--- src/rtl/itch_dir_sequencer_pkg.sv ---
// Shared definitions for the ITCH 5.0 Stock Directory ('R') sequencer:
// framing constants, FSM encoding, field enums, parse functions and the record.
package itch_dir_sequencer_pkg;

   localparam logic [7:0]  MSG_TYPE_DIR = 8'h52;   // 'R'
   localparam logic [15:0] DIR_MSG_LEN  = 16'd39;
   localparam logic [15:0] DIR_LAST_OFS = 16'd38;

   typedef logic [2:0] state_t;
   localparam state_t ST_LEN_HI = 3'd0;
   localparam state_t ST_LEN_LO = 3'd1;
   localparam state_t ST_TYPE   = 3'd2;
   localparam state_t ST_BODY   = 3'd3;
   localparam state_t ST_SKIP   = 3'd4;
   localparam state_t ST_EMIT   = 3'd5;

   // UNKNOWN is encoding 0 in every enum so an all-zero record reads as "nothing decoded".
   typedef enum logic [7:0] {
      MKT_UNKNOWN   = 8'd0,
      MKT_NASDAQ_GS = 8'd1,
      MKT_NASDAQ_GM = 8'd2,
      MKT_NASDAQ_CM = 8'd3,
      MKT_NYSE      = 8'd4,
      MKT_NYSE_AMER = 8'd5,
      MKT_NYSE_ARCA = 8'd6,
      MKT_BATS      = 8'd7,
      MKT_IEX       = 8'd8,
      MKT_NA        = 8'd9
   } market_e;

   typedef enum logic [7:0] {
      FIN_UNKNOWN         = 8'd0,
      FIN_DEFICIENT       = 8'd1,
      FIN_DELINQUENT      = 8'd2,
      FIN_BANKRUPT        = 8'd3,
      FIN_SUSPENDED       = 8'd4,
      FIN_DEF_BANK        = 8'd5,
      FIN_DEF_DELINQ      = 8'd6,
      FIN_DELINQ_BANK     = 8'd7,
      FIN_DEF_DELINQ_BANK = 8'd8,
      FIN_CREATIONS_SUSP  = 8'd9,
      FIN_NORMAL          = 8'd10
   } fin_e;

   typedef enum logic [7:0] {
      YN_UNKNOWN = 8'd0,
      YN_YES     = 8'd1,
      YN_NO      = 8'd2
   } yn_e;

   typedef enum logic [7:0] {
      YNA_UNKNOWN = 8'd0,
      YNA_YES     = 8'd1,
      YNA_NO      = 8'd2,
      YNA_NA      = 8'd3
   } ynna_e;

   typedef enum logic [7:0] {
      AUTH_UNKNOWN = 8'd0,
      AUTH_LIVE    = 8'd1,
      AUTH_TEST    = 8'd2
   } auth_e;

   typedef enum logic [7:0] {
      LULD_UNKNOWN = 8'd0,
      LULD_TIER1   = 8'd1,
      LULD_TIER2   = 8'd2,
      LULD_NA      = 8'd3
   } luld_e;

   typedef struct packed {
      logic [15:0] locate;
      logic [15:0] tracking;
      logic [47:0] timestamp;
      logic [63:0] stock;
      market_e     market;
      fin_e        fin_status;
      logic [31:0] round_lot;
      yn_e         round_lots_only;
      logic [7:0]  issue_class;
      logic [15:0] subtype;
      auth_e       auth;
      ynna_e       sst;
      ynna_e       ipo;
      luld_e       luld;
      ynna_e       etp_flag;
      logic [31:0] etp_leverage;
      yn_e         inverse;
   } dir_rec_t;

   function automatic market_e parse_market(input logic [7:0] c);
      case (c)
         "Q":     return MKT_NASDAQ_GS;
         "G":     return MKT_NASDAQ_GM;
         "S":     return MKT_NASDAQ_CM;
         "N":     return MKT_NYSE;
         "A":     return MKT_NYSE_AMER;
         "P":     return MKT_NYSE_ARCA;
         "Z":     return MKT_BATS;
         "V":     return MKT_IEX;
         " ":     return MKT_NA;
         default: return MKT_UNKNOWN;
      endcase
   endfunction

   function automatic fin_e parse_fin(input logic [7:0] c);
      case (c)
         "D":     return FIN_DEFICIENT;
         "E":     return FIN_DELINQUENT;
         "Q":     return FIN_BANKRUPT;
         "S":     return FIN_SUSPENDED;
         "G":     return FIN_DEF_BANK;
         "H":     return FIN_DEF_DELINQ;
         "J":     return FIN_DELINQ_BANK;
         "K":     return FIN_DEF_DELINQ_BANK;
         "C":     return FIN_CREATIONS_SUSP;
         "N":     return FIN_NORMAL;
         default: return FIN_UNKNOWN;
      endcase
   endfunction

   function automatic yn_e parse_yn(input logic [7:0] c);
      case (c)
         "Y":     return YN_YES;
         "N":     return YN_NO;
         default: return YN_UNKNOWN;
      endcase
   endfunction

   function automatic ynna_e parse_ynna(input logic [7:0] c);
      case (c)
         "Y":     return YNA_YES;
         "N":     return YNA_NO;
         " ":     return YNA_NA;
         default: return YNA_UNKNOWN;
      endcase
   endfunction

   function automatic auth_e parse_auth(input logic [7:0] c);
      case (c)
         "P":     return AUTH_LIVE;
         "T":     return AUTH_TEST;
         default: return AUTH_UNKNOWN;
      endcase
   endfunction

   function automatic luld_e parse_luld(input logic [7:0] c);
      case (c)
         "1":     return LULD_TIER1;
         "2":     return LULD_TIER2;
         " ":     return LULD_NA;
         default: return LULD_UNKNOWN;
      endcase
   endfunction

endpackage

--- src/rtl/itch_dir_sequencer_field_capture.sv ---
// Loads one Stock Directory body byte into the record slot selected by its
// message offset; multi-byte fields arrive most-significant byte first.
module itch_dir_field_capture
   import itch_dir_sequencer_pkg::*;
(
   input  logic        clk,
   input  logic        rst_n,
   input  logic [7:0]  data_byte,
   input  logic [15:0] offset,
   input  logic        strobe,
   output dir_rec_t    rec
);

   always_ff @(posedge clk or negedge rst_n) begin
      if (!rst_n) begin
         // NOTE: the record is a plain register bank, not a RAM, so it can and does take the reset value.
         rec <= '0;
      end else if (strobe) begin
         case (offset)
            16'd1:   rec.locate[15:8]        <= data_byte;
            16'd2:   rec.locate[7:0]         <= data_byte;
            16'd3:   rec.tracking[15:8]      <= data_byte;
            16'd4:   rec.tracking[7:0]       <= data_byte;
            16'd5:   rec.timestamp[47:40]    <= data_byte;
            16'd6:   rec.timestamp[39:32]    <= data_byte;
            16'd7:   rec.timestamp[31:24]    <= data_byte;
            16'd8:   rec.timestamp[23:16]    <= data_byte;
            16'd9:   rec.timestamp[15:8]     <= data_byte;
            16'd10:  rec.timestamp[7:0]      <= data_byte;
            16'd11:  rec.stock[63:56]        <= data_byte;
            16'd12:  rec.stock[55:48]        <= data_byte;
            16'd13:  rec.stock[47:40]        <= data_byte;
            16'd14:  rec.stock[39:32]        <= data_byte;
            16'd15:  rec.stock[31:24]        <= data_byte;
            16'd16:  rec.stock[23:16]        <= data_byte;
            16'd17:  rec.stock[15:8]         <= data_byte;
            16'd18:  rec.stock[7:0]          <= data_byte;
            16'd19:  rec.market              <= parse_market(data_byte);
            16'd20:  rec.fin_status          <= parse_fin(data_byte);
            16'd21:  rec.round_lot[31:24]    <= data_byte;
            16'd22:  rec.round_lot[23:16]    <= data_byte;
            16'd23:  rec.round_lot[15:8]     <= data_byte;
            16'd24:  rec.round_lot[7:0]      <= data_byte;
            16'd25:  rec.round_lots_only     <= parse_yn(data_byte);
            16'd26:  rec.issue_class         <= data_byte;
            16'd27:  rec.subtype[15:8]       <= data_byte;
            16'd28:  rec.subtype[7:0]        <= data_byte;
            16'd29:  rec.auth                <= parse_auth(data_byte);
            16'd30:  rec.sst                 <= parse_ynna(data_byte);
            16'd31:  rec.ipo                 <= parse_ynna(data_byte);
            16'd32:  rec.luld                <= parse_luld(data_byte);
            16'd33:  rec.etp_flag            <= parse_ynna(data_byte);
            16'd34:  rec.etp_leverage[31:24] <= data_byte;
            16'd35:  rec.etp_leverage[23:16] <= data_byte;
            16'd36:  rec.etp_leverage[15:8]  <= data_byte;
            16'd37:  rec.etp_leverage[7:0]   <= data_byte;
            16'd38:  rec.inverse             <= parse_yn(data_byte);
            default: ;
         endcase
      end
   end

endmodule

--- src/rtl/itch_dir_sequencer.sv ---
// Frames a length-prefixed ITCH byte stream, decodes Stock Directory ('R')
// messages into a record with a valid/ready handshake and skips everything else.
module itch_dir_sequencer
   import itch_dir_sequencer_pkg::*;
#(
   parameter int CNT_W = 32
) (
   input  logic             clk,
   input  logic             rst_n,
   input  logic [7:0]       in_data,
   input  logic             in_valid,
   output logic             in_ready,
   output logic             dir_valid,
   input  logic             dir_ready,
   output dir_rec_t         dir_rec,
   output logic             len_err,
   output logic [CNT_W-1:0] msg_cnt,
   output logic [CNT_W-1:0] dir_cnt
);

   state_t      state;
   logic [15:0] msg_len;
   logic [15:0] offset;
   logic        accept;
   logic        body_strobe;

   assign in_ready    = (state != ST_EMIT);
   assign dir_valid   = (state == ST_EMIT);
   assign accept      = in_valid && in_ready;
   assign body_strobe = accept && (state == ST_BODY);

   always_ff @(posedge clk or negedge rst_n) begin
      if (!rst_n) begin
         state   <= ST_LEN_HI;
         msg_len <= '0;
         offset  <= '0;
         len_err <= 1'b0;
         msg_cnt <= '0;
         dir_cnt <= '0;
      end else begin
         // NOTE: non-blocking throughout, so every branch below sees pre-edge values of state, offset and msg_len.
         len_err <= 1'b0;
         case (state)
            ST_LEN_HI: begin
               if (accept) begin
                  msg_len[15:8] <= in_data;
                  state         <= ST_LEN_LO;
               end
            end
            ST_LEN_LO: begin
               if (accept) begin
                  msg_len[7:0] <= in_data;
                  offset       <= '0;
                  state        <= ({msg_len[15:8], in_data} == 16'd0) ? ST_LEN_HI : ST_TYPE;
               end
            end
            ST_TYPE: begin
               if (accept) begin
                  msg_cnt <= msg_cnt + CNT_W'(1);
                  offset  <= 16'd1;
                  if (in_data == MSG_TYPE_DIR && msg_len == DIR_MSG_LEN) begin
                     state <= ST_BODY;
                  end else begin
                     len_err <= (in_data == MSG_TYPE_DIR);
                     // A one-byte message has nothing left to skip.
                     state   <= (msg_len == 16'd1) ? ST_LEN_HI : ST_SKIP;
                  end
               end
            end
            ST_SKIP: begin
               if (accept) begin
                  offset <= offset + 16'd1;
                  if (offset == msg_len - 16'd1) state <= ST_LEN_HI;
               end
            end
            ST_BODY: begin
               if (accept) begin
                  offset <= offset + 16'd1;
                  if (offset == DIR_LAST_OFS) state <= ST_EMIT;
               end
            end
            ST_EMIT: begin
               if (dir_ready) begin
                  dir_cnt <= dir_cnt + CNT_W'(1);
                  state   <= ST_LEN_HI;
               end
            end
            default: state <= ST_LEN_HI;
         endcase
      end
   end

   itch_dir_field_capture u_capture (
      .clk       (clk),
      .rst_n     (rst_n),
      .data_byte (in_data),
      .offset    (offset),
      .strobe    (body_strobe),
      .rec       (dir_rec)
   );

endmodule

--- config.mk ---
export PLATFORM = sky130hd
export DESIGN_NAME = itch_dir_sequencer
export DESIGN_NICKNAME = d
export VERILOG_FILES = /design/src/rtl/itch_dir_sequencer_pkg.sv /design/src/rtl/itch_dir_sequencer_field_capture.sv /design/src/rtl/itch_dir_sequencer.sv
export SDC_FILE = /design/constraint.sdc
export NUM_CORES = 1
export LEC_CHECK = 0
export ABC_AREA = 1
export CORE_MARGIN = 5
export CORE_UTILIZATION = 35
export CTS_CLUSTER_DIAMETER = 150
export DETAILED_ROUTE_END_ITERATION = 10
export HOLD_SLACK_MARGIN = 0.02
export MAX_ROUTING_LAYER = met4
export SYNTH_ARGS = -nofsm -noshare
export SYNTH_HDL_FRONTEND = slang
export SYNTH_SLANG_ARGS = --single-unit
--- constraint.sdc ---
create_clock -name clk -period 3.1 [get_ports clk]
set_clock_uncertainty 0.05 [all_clocks]
set_input_delay 0.62 -clock clk [delete_from_list [all_inputs] [get_ports clk]]
set_output_delay 0.62 -clock clk [all_outputs]
set_load 0.03 [all_outputs]
* After elaboration in Yosys (flattened, before gate mapping)
Cells that the tools add are included.
** Storage, ports and cells
- Register bits after elaboration :: 404
- Word-level logic and storage cells :: 201
** Operators by class
- Equal/unequal tests :: 76
- Reductions and logical operators :: 51
- $add $sub $neg :: 4
- Mux-type cells :: 25
** Operator list (count)
- $eq A16 B5 Y1 const B :: 16
- $eq A8 B7 Y1 const B :: 17
- $eq A16 B4 Y1 const B :: 8
- $eq A16 B6 Y1 const B :: 8
- $reduce_and A2 Y1 :: 42
- $add A32 B1 Y32 const B :: 2
- $eq A16 B3 Y1 const B :: 4
- $mux W16 :: 3
- $pmux W16 S3 :: 1
- $pmux W4 S10 :: 1
- $pmux W4 S9 :: 1
- $eq A16 B1 Y1 const B :: 2
- $eq A16 B2 Y1 const B :: 2
- $mux W3 :: 10
- $eq A8 B6 Y1 const B :: 3
- $pmux W3 S6 :: 1
- $add A16 B1 Y16 const B :: 1
- $eq A16 B16 Y1 :: 1
- $logic_not A16 Y1 :: 1
- $sub A16 B1 Y16 const B :: 1
- $ne A2 B2 Y1 const B :: 6
- $pmux W2 S3 :: 2
- $pmux W2 S2 :: 2
- $reduce_and A8 Y1 :: 1
- 12 further kinds :: 20

* Logic depth before layout (Yosys ltp)
- Depth in word-level cells :: 5
- Depth in mapped cells :: 16

* Hierarchy
Synthesis repeated with hierarchy kept, for this count alone.
** Second synthesis, totals
- Cell total of the unflattened synthesis :: 1802
- Area total of the unflattened synthesis :: 16183.0 µm²
** By module, submodules not included
- itch_dir_field_capture :: seq. area each 6356.1 µm², cells an instance 1101, instances 1, area each 10471.3 µm²
- itch_dir_sequencer :: seq. area each 2502.4 µm², cells an instance 701, instances 1, area each 5711.7 µm²

* Worst setup path before layout
No wires, ideal clock.
- Kind :: reg2reg
- Start point :: register state[1]
- End point :: register dir_cnt[27]
- Required time :: 2.932 ns
- Data arrival time :: 1.913 ns
- Path slack :: 1.019 ns
- Setup time :: 0.118 ns
- Stages on the path, launching flop included :: 15
- Path through :: dfrtp_1 inv_1 nand2_1 nor2_2 nand2_2 nor2_4 nand2_2 nor2_4 nand2_2 nor2_4 nand4_2 nor2_2 nand2_1 nand2_1 nand2_1
** On the way
- Word-level cells in the longest chain between the ends :: 2
** Ends and longest elaborated chain
- start: declaration :: line itch_dir_sequencer.sv:21 : state_t state;
- start signal: assignment :: line itch_dir_sequencer.sv:54 : state <= ({msg_len[15:8], in_data} == 16'd0) ? ST_LEN_HI : ST_TYPE;
- start signal: assignment :: line itch_dir_sequencer.sv:66 : state <= (msg_len == 16'd1) ? ST_LEN_HI : ST_SKIP;
- $eq A3 B3 Y1
- net dir_valid :: line itch_dir_sequencer.sv:13 : output logic dir_valid,
- $reduce_and A2 Y1 (no line)
- end signal: assignment :: line itch_dir_sequencer.sv:84 : dir_cnt <= dir_cnt + CNT_W'(1);
- end: declaration :: line itch_dir_sequencer.sv:18 : output logic [CNT_W-1:0] dir_cnt
The timed path passes the listed nets, and every way through them passes these cells.
A chain may end at the register's enable or synchronous reset.

* Worst setup path after layout
- Start point :: register state[0]
- End point :: output port in_ready
** On the way
- Word-level cells in the longest chain between the ends :: 1
** Ends and longest elaborated chain
- $ne A3 B3 Y1 :: line itch_dir_sequencer.sv:27 : assign in_ready = (state != ST_EMIT);
- end: declaration :: line itch_dir_sequencer.sv:12 : output logic in_ready,
No other way between the ends.

==> run summary <==
1st-pass router iterations = 5
Most common cell after layout, fill and taps aside = nand2_1
Seq/Total Area, Yosys = 56.6%
First-pass GRT wire length = 78.0 mm
Synth area leaders = dfrtp_1, nand2_1, o21ai_0
Area taken by multi-input logic gates = 5930 µm²
Number of core rows = 77
CP Cell Sequence = inv_2 -> nor2_2 -> nand2_2 -> clkdlybuf4s50_1
Longest Clk Path Bufs = 3
Crit path kind = reg -> out
Actual slew at the worst max-slew pin = 1.00 ns
Synth top area share = 56.6%
Total track usage = 20.3%
Post-synth EDFFs = 0
Largest net degree at the start of global routing = 81
Fin. Hold Viols = 0
Die height = 222 µm
GPL Wtd Cong = 0.890
FF/Latch Area = 8860 µm²
Clock Latency Late Sink = 0.56 ns
Crit-path max FO = 5
Number of global-route vias before repair = 13200
Unique masters post-synth = 35
Critical path buffers and inverters = 2
Final core utilization = 47.7%
LEAKAGE = 0.00941 µW
Syn Area/Cell = 9.02 µm²
Endpoints failing setup = 0
Top cell type by total area after synthesis = dfrtp_1
Area growth syn-to-layout = 34.6%
Final WS setup = 0.443 ns
Fillers = 4184
Tot Pwr = 12700 µW
Dpl hpwl = 34.9 mm
Drt wl/cell = 18.3 µm
Hold WS = 0.433 ns
Share of cells above drive strength 1 = 7.40%
Pwr dens = 601 nW/µm²
Crit start category = register
Core Area = 44200 µm²
Vias = 13100
Htree depth = 2
Antenna-violating nets left = 0
Max Cap Viol = 0
Initial antenna violation count = 7
Commonest cells after routing, fill and taps aside = nand2_1, dfrtp_1, clkdlybuf4s50_1
Clock slew at reported path FFs = 0.06 ns
Drt drc = 0
Worst endpoint required time = 2.43 ns
CP endpoint kind = output port
RSZ-0062 raised after global routing = no
CTS tree = done
Crit path time final = 2.66 ns
Slew Viols, Final = 0
Ports = 383
Highest Clock Rate = 376 MHz
Gr ovfl total = 0
Clock sink count = 354
Die area = 49100 µm²
FF+latch count, synth = 354
Hold Crit Class = reg -> reg
Root buffer cell = clkbuf_16
Mapped cell area = 15700 µm²
Starting Density = 35.4%
Chip Width = 222 µm
CP Data Arrival Time = 1.99 ns
Total negative slack = 0 ns
Status = completed
Fin crit share = 85.7%
Synth Flop Type = dfrtp_1
FFs w/ async S/R, synth = 100%
Rel. slew slack = 33.2%
I/O Buffers = 332
Synthesis Warnings = 0
CP delay by family, top = buffers and inverters
Post-synthesis cell count = 1737
CP max-delay cell = clkdlybuf4s50_1
Iter 0 DRT Violations = 855
Total wire length = 49.7 mm
Post-place setup slack = 0.308 ns
CP peak stage delay = 0.75 ns
DR vias/cell = 4.80
Final nets = 2112
Total CTS buffers = 41
Max VDD drop = 0.000402 V
-- Yosys cell counts, types with 5 or more instances --
cell type    n
a21oi_1     16
a31oi_1      6
buf_2       11
buf_4       51
clkbuf_1    55
dfrtp_1    354
ha_1         9
inv_1      106
nand2_1    443
nand2_2      9
nand3_1     70
nand3b_1     9
nand4_1     28
nor2_1     110
nor2_2      10
nor2_4       9
nor3_1      31
nor3_2       5
nor4_1      17
o21ai_0    272
o21ai_1      9
xnor2_1     34
xor2_1      47
-- kinds of logic after synthesis --
family | Yosys count | synth area share, %
AOI/OAI and AO/OA | 313 | 10.2
xor gates and xnor gates | 81 | 4.53
adders and majority gates | 9 | 0.719
buffers and inverters | 228 | 6.77
DFF | 354 | 56.6
other | 1 | 0.0239
and+or+nand+nor | 751 | 21.2
-- final timing paths --
check	start	endpoint	slack, ns	cells after the start
max reg2reg	state[2]	offset[8]	0.54	9
min in group asynchronous	rst_n	msg_cnt[29]	0.55	2
max in group asynchronous	rst_n	u_capture.rec[94]	1.60	3
min reg2reg	u_capture.rec[235]	u_capture.rec[235]	0.43	2
max	state[0]	in_ready	0.44	4
min	u_capture.rec[235]	u_capture.rec[235]	0.43	2
-- area by class of cell --
type                    instances  area share (%)
clock buffers                  58            5.56
well taps                     592            3.51
clock inverters                15           0.991
multi-input cells            1204            28.1
repair buffers                379            17.7
flip-flops and latches        354            42.0
diodes                          7          0.0831
inverters                     111            1.98
-- per-layer routing --
layer | routed length (µm) | GRT usage [%] | share of wire [%]
met1 | 21300 | 25.7 | 43
met2 | 22400 | 30.9 | 45
met4 | 1410 | 6.42 | 2.8
met3 | 4520 | 7.14 | 9.1
met5 | 0 | - | 0
-- power by group --
| group | internal (µW) | switching (µW) | total [µW] |
|---|---|---|---|
| Clock | 2980 | 1980 | 4970 |
| Sequential | 4920 | 343 | 5260 |
| Combinational | 829 | 1600 | 2430 |
-- flip-flops by register name (all words and copies together), names as in the netlist --
| signal | flops |
|---|---|
| offset | 16 |
| dir_cnt | 32 |
| state | 3 |
| msg_len | 16 |
| msg_cnt | 32 |
| len_err | 1 |
| u_capture.rec | 254 |
-- worst register-to-register path, delay by kind of cell (launching register included) --
kind,cells,cell delay (ns)
and+or+nand+nor,4,0.66
DFF,1,0.42
AOI/OAI and AO/OA,1,0.80
buffers and inverters,4,0.56
-- stage by stage --
step           instances  instance area, µm²
6_report            2720               21100
5_1_grt             2720               21100
4_1_cts             2713               21100
3_5_place_dp        2639               19700
3_3_place_gp        2639               19700
2_1_floorplan       1786               15800
-- timing repair --
item / 4_1_cts / 5_1_grt
hold endpoints to repair: 48 / 0
hold buffers: 1 / 0
buffers inserted: 0 / 0
endpoints found under the setup margin: 0 / 0
resized for setup: 0 / 0
No activity file was read; power rests on OpenSTA's default activity.
